### config.mk
export PLATFORM = sky130hd
export DESIGN_NAME = pulse_sequencer
export DESIGN_NICKNAME = d
export VERILOG_FILES = /design/src/rtl/pulse_sequencer_pkg.sv /design/src/rtl/pulse_sequencer.sv
export SDC_FILE = /design/constraint.sdc
export NUM_CORES = 1
export LEC_CHECK = 0
export ABC_AREA = 1
export BUFFER_PORTS_ARGS = -buffer_cell sky130_fd_sc_hd__buf_2
export CORE_AREA = 3 3 124 126
export DETAILED_ROUTE_END_ITERATION = 6
export DIE_AREA = 0 0 127 129
export PLACE_DENSITY = 0.75
export SLEW_MARGIN = 5
export SYNTH_ARGS = -nofsm -noshare
export SYNTH_HDL_FRONTEND = slang
export SYNTH_SLANG_ARGS = --single-unit
### constraint.sdc
create_clock -name clk -period 3.51 [get_ports clk]
set_input_delay 0.1755 -clock clk [delete_from_list [all_inputs] [get_ports clk]]
set_output_delay 0.1755 -clock clk [all_outputs]
set_load 0.03 [all_outputs]
### src/rtl/pulse_sequencer_pkg.sv
// Shared types for the pulse sequencer: the descriptor popped from the core's
// descriptor FIFO and the sequencer FSM state encoding.
package pulse_sequencer_pkg;

    localparam int PULSE_REG_TSTART_W = 16;
    localparam int PULSE_MEM_ADDR_W   = 12;

    typedef struct packed {
        logic [PULSE_REG_TSTART_W-1:0] delay;
        logic [PULSE_MEM_ADDR_W-1:0]   pulse_mem_addr;
    } pulse_descriptor_t;

    typedef enum logic [2:0] {
        ST_IDLE,
        ST_HDR,
        ST_LEN,
        ST_WAIT,
        ST_PLAY
    } pulse_seq_state_t;

endpackage

### src/rtl/pulse_sequencer.sv
// Pops pulse descriptors, reads the pulse header and samples from pulse memory,
// waits the programmed delay and streams samples to the DAC at one per cycle.
module pulse_sequencer
    import pulse_sequencer_pkg::*;
#(
    parameter int DELAY_W     = PULSE_REG_TSTART_W,
    parameter int PMEM_ADDR_W = PULSE_MEM_ADDR_W,
    parameter int SAMPLE_W    = 16,
    parameter int LEN_W       = 12
) (
    input  logic                   clk,
    input  logic                   reset,
    input  logic                   enable,
    input  pulse_descriptor_t      fifo_rdata,
    input  logic                   fifo_empty,
    output logic                   fifo_rd_en,
    output logic                   pmem_en,
    output logic [PMEM_ADDR_W-1:0] pmem_addr,
    input  logic [SAMPLE_W-1:0]    pmem_rdata,
    output logic [SAMPLE_W-1:0]    dac_sample,
    output logic                   dac_valid,
    output logic                   busy,
    output logic [31:0]            pulse_count,
    output logic                   len_zero_err
);

    pulse_seq_state_t       state_q, state_d;
    logic [DELAY_W-1:0]     delay_q, delay_d;
    logic [DELAY_W-1:0]     cnt_q, cnt_d;
    logic [PMEM_ADDR_W-1:0] base_q, base_d;
    logic [PMEM_ADDR_W-1:0] addr_q, addr_d;
    logic [LEN_W-1:0]       len_q, len_d;
    logic [LEN_W-1:0]       rem_q, rem_d;
    logic                   pmem_en_q, pmem_en_d;
    logic                   dac_valid_q, dac_valid_d;
    logic                   dac_last_q, dac_last_d;
    logic [SAMPLE_W-1:0]    dac_hold_q, dac_hold_d;
    logic [31:0]            pulse_count_q, pulse_count_d;
    logic                   len_zero_err_q, len_zero_err_d;

    logic                   pop;
    logic [LEN_W-1:0]       hdr_len;

    assign hdr_len = pmem_rdata[LEN_W-1:0];
    // Gated by reset so no descriptor is consumed while the block is held in reset.
    assign pop     = !reset && (state_q == ST_IDLE) && enable && !fifo_empty;

    always_comb begin
        state_d        = state_q;
        delay_d        = delay_q;
        cnt_d          = cnt_q;
        base_d         = base_q;
        addr_d         = addr_q;
        len_d          = len_q;
        rem_d          = rem_q;
        pmem_en_d      = 1'b0;
        len_zero_err_d = len_zero_err_q;

        case (state_q)
            ST_IDLE: begin
                if (pop) begin
                    delay_d   = DELAY_W'(fifo_rdata.delay);
                    base_d    = PMEM_ADDR_W'(fifo_rdata.pulse_mem_addr);
                    addr_d    = PMEM_ADDR_W'(fifo_rdata.pulse_mem_addr);
                    pmem_en_d = 1'b1;
                    state_d   = ST_HDR;
                end
            end
            ST_HDR: begin
                state_d = ST_LEN;
            end
            ST_LEN: begin
                len_d = hdr_len;
                cnt_d = delay_q;
                if (hdr_len == '0) begin
                    len_zero_err_d = 1'b1;
                end
                if (delay_q != '0) begin
                    state_d = ST_WAIT;
                end else if (hdr_len != '0) begin
                    pmem_en_d = 1'b1;
                    addr_d    = base_q + PMEM_ADDR_W'(1);
                    rem_d     = hdr_len - LEN_W'(1);
                    state_d   = ST_PLAY;
                end else begin
                    state_d = ST_IDLE;
                end
            end
            ST_WAIT: begin
                cnt_d = cnt_q - DELAY_W'(1);
                // Leaving on the count-of-one cycle makes WAIT last exactly `delay` cycles.
                if (cnt_q == DELAY_W'(1)) begin
                    if (len_q != '0) begin
                        pmem_en_d = 1'b1;
                        addr_d    = base_q + PMEM_ADDR_W'(1);
                        rem_d     = len_q - LEN_W'(1);
                        state_d   = ST_PLAY;
                    end else begin
                        state_d = ST_IDLE;
                    end
                end
            end
            ST_PLAY: begin
                if (rem_q == '0) begin
                    state_d = ST_IDLE;
                end else begin
                    pmem_en_d = 1'b1;
                    addr_d    = addr_q + PMEM_ADDR_W'(1);
                    rem_d     = rem_q - LEN_W'(1);
                end
            end
            default: begin
                state_d = ST_IDLE;
            end
        endcase
    end

    // The sample read issued in PLAY returns next cycle and goes straight to the DAC.
    always_comb begin
        dac_valid_d   = pmem_en_q && (state_q == ST_PLAY);
        dac_last_d    = pmem_en_q && (state_q == ST_PLAY) && (rem_q == '0);
        dac_hold_d    = dac_valid_q ? pmem_rdata : dac_hold_q;
        pulse_count_d = (dac_valid_q && dac_last_q) ? pulse_count_q + 32'd1 : pulse_count_q;
    end

    always_ff @(posedge clk or posedge reset) begin
        if (reset) begin
            state_q        <= ST_IDLE;
            delay_q        <= '0;
            cnt_q          <= '0;
            base_q         <= '0;
            addr_q         <= '0;
            len_q          <= '0;
            rem_q          <= '0;
            pmem_en_q      <= 1'b0;
            dac_valid_q    <= 1'b0;
            dac_last_q     <= 1'b0;
            dac_hold_q     <= '0;
            pulse_count_q  <= '0;
            len_zero_err_q <= 1'b0;
        end else begin
            state_q        <= state_d;
            delay_q        <= delay_d;
            cnt_q          <= cnt_d;
            base_q         <= base_d;
            addr_q         <= addr_d;
            len_q          <= len_d;
            rem_q          <= rem_d;
            pmem_en_q      <= pmem_en_d;
            dac_valid_q    <= dac_valid_d;
            dac_last_q     <= dac_last_d;
            dac_hold_q     <= dac_hold_d;
            pulse_count_q  <= pulse_count_d;
            len_zero_err_q <= len_zero_err_d;
        end
    end

    assign fifo_rd_en   = pop;
    assign pmem_en      = pmem_en_q;
    assign pmem_addr    = addr_q;
    assign dac_valid    = dac_valid_q;
    assign dac_sample   = dac_valid_q ? pmem_rdata : dac_hold_q;
    assign busy         = (state_q != ST_IDLE) || dac_valid_q;
    assign pulse_count  = pulse_count_q;
    assign len_zero_err = len_zero_err_q;

endmodule

==> out/qor.yml <==
use_met1: 0.305
yosysTopAreaCell: "dfrtp_1"
clkSlewWorstSetupHoldPaths_ns: 0.06
dp_hpwl_mm: 13.4
cts_max_path_buffers: 2
die_x_um: 127
fin_cells: 1305
grt_pass1_wl_mm: 31.3
status: "finished with violations"
regArea_sq_um: 3380
overflow: 0
critical_path_arrival_ns: 3.05
synth_nets: 1025
final.fill_count: 1278
ios: 113
maxCapViolCount: 0
synthesis.area_sq_um: 7390
die_area_sq_um: 16400
totalWireLength_mm: 19.0
grtUsageMet2: 0.393
ys_types: 44
netlist_instances: 972
route.detailed.drc: 0
max_freq_mhz: 365
synthTopCellsByArea: "dfrtp_1, nand2_1, nand3_1, inv_1, nor2_1"
power_density_nw_per_um2: 735
rows: 44
setup_violations: 0
grt_max_degree: 136
synth_edf_count: 0
fin_crit_sh: 0.781
cts_inserted_buffers: 17
die_h_um: 129
p_leak_nw: 4.56
coreArea_sq_um: 14400
start_util: 0.512
dr_total_vias: 6862
synthAdderAreaFrac: 0.00847
whs_ns: -0.0634
dpl-instance-area_sq_um: 8070
clockRootBuffer: "clkbuf_16"
synth_top_family_by_area: "simple AND/OR/NAND/NOR gates"
cp_max_fo: 29
fin_tns_setup_ns: 0
rsz0062_at_grt: "no"
synth.avg_cell_area_sq_um: 7.60
synth_most_common_cell: "nand2_1"
drt_pass1_iterations: 4
drive_gt1_frac: 0.179
synth_flop_cell: "dfrtp_1"
slew_viol_final: 0
place.gp.congestion: 0.922
skew_ns: 0.00842
routedWlPerCell_um: 14.5
htree_num_levels: 4
max_stage_delay_ns: 0.60
fin_area_sq_um: 8940
yosysWarningCount: 0
grt_pass1_vias: 6555
met3_usage: 0.0457
track_usage: 0.238
n_antenna_cell: 0
worstSetupStartpointType: "flop"
area_delta_synth_final_pct: 21.0
place_inst: 1244
muxShareOfSynthArea: 0
hold_viol: 34
synth-simple-area-share: 0.331
synth_top_cells_by_count: "nand2_1, dfrtp_1, inv_1"
cts_tree: "built"
violations: "hold timing"
end_kind: "flop"
multi_input_area_sq_um: 3430
antenna_found_initial: 0
synth_xor_area_frac: 0.0379
grt_busiest_layer: "met2"
cp.required_ns: 3.82
insertion_delay_ns: 0.42
slowest_stage: "dfrtp_1"
min_path_type: "in2async"
drt_iter0_drc: 396
relSlewSlack: 0.504
ys_seq_elements: 135
synth-seq-area-share: 0.457
synth_compound_area_frac: 0.0872
final_antenna_net_count: 0
vias_per_cell: 5.26
crit_type: "reg2reg"
layout.nets: 1161
cts.sinks: 135
netlist.area_leader.share: 0.457
async_flop_share: 1.00
numPortBuffers: 112
tightest_slew_ns: 0.744
path_cells: "nor2_8 -> nand2_4 -> nand2_4 -> nor2_1 -> nor2_2 -> ha_1 -> nand4_1 -> nor2_1 -> nand2_1 -> nor2_1 -> nand2_1 -> nand3_1 -> nand2_1"
vdd_drop_max_mv: 0.531
timing.final.crit_period_ns: 2.74
postLayoutCoreUtil: 0.620
[routing by layer]
layer / part of all wire / vias to the layer above
met5: 0 / -
met3: 0.054 / 48
met1: 0.43 / 3196
li1: - / 3386
met4: 0.034 / 0
met2: 0.48 / 232
[per-stage QoR]
step                setup WS (ns)  total power [mW]
floorplan                    1.49              4.19
CTS                         0.786              6.58
global route                0.510              7.07
detailed placement          0.826              4.77
global placement            0.875              4.72
finish                      0.767              6.58
[flip-flops by register name, indices dropped and copies added (netlist names)]
name	count
pmem_addr	12
cnt_q	16
state_q	3
dac_valid	1
pmem_en	1
len_q	12
dac_last_q	1
base_q	12
dac_hold_q	16
delay_q	16
len_zero_err	1
rem_q	12
pulse_count	32
[critical path: cells and delay by family, from the launching register on]
family / cells / cell delay, ns
simple gates: 12 / 1.78
flops: 1 / 0.60
fa+ha+maj: 1 / 0.24
[layout by cell type (no fill, tap or decap), drive strengths merged, types with 12 or more instances in the layout]
cell type / Yosys / layout
buf: 13 / 115
o21ai: 76 / 76
dfrtp: 135 / 135
xor2: 23 / 23
nand4: 19 / 19
clkbuf: 14 / 21
a21oi: 12 / 12
nand2: 300 / 300
inv: 114 / 114
nor3: 15 / 15
dlygate4sd3: 0 / 29
nor2: 114 / 114
nand3: 88 / 88
[power breakdown]
part	switching (mW)	total, mW	internal, mW	leakage [nW]
Sequential	0.384	2.37	1.98	1.66
Combinational	1.65	2.45	0.802	2.62
Clock	0.678	1.76	1.08	0.279
[what timing repair did]
item | CTS | global route
endpoints found under the setup margin | 0 | 0
hold buffers | 29 | 0
setup buffers | 0 | 0
gates resized for setup | 0 | 0
hold endpoints to repair | 29 | 0
[cell type report]
class                   count  share of cell area
clock buffers              21              0.0515
repair buffers            144              0.0990
flip-flops and latches    135               0.378
well taps                 184              0.0257
clock inverters            11              0.0138
inverters                 114              0.0485
multi-input cells         696               0.384
[worst paths after layout]
check / start / end / slack, ns / cells after the start
hold / removal: reset / rem_q[2] / -0.06 / 3
setup reg to reg: state_q[0] / rem_q[8] / 0.77 / 13
hold reg to reg: pulse_count[31] / pulse_count[31] / 0.46 / 1
min in group clk: pmem_rdata[8] / len_q[8] / 0.01 / 3
max in group asynchronous: reset / dac_hold_q[9] / 2.98 / 3
setup / recovery: state_q[0] / rem_q[8] / 0.77 / 13
[logic make-up (layout without fill, tap and decap cells)]
group,after synthesis,count (layout)
and+or+nand+nor,546,546
DFF,135,135
xor gates and xnor gates,32,32
adders and majority gates,5,5
AOI/OAI and AO/OA,113,113
buffers and inverters,141,290
(Power assumes the default switching activity.)
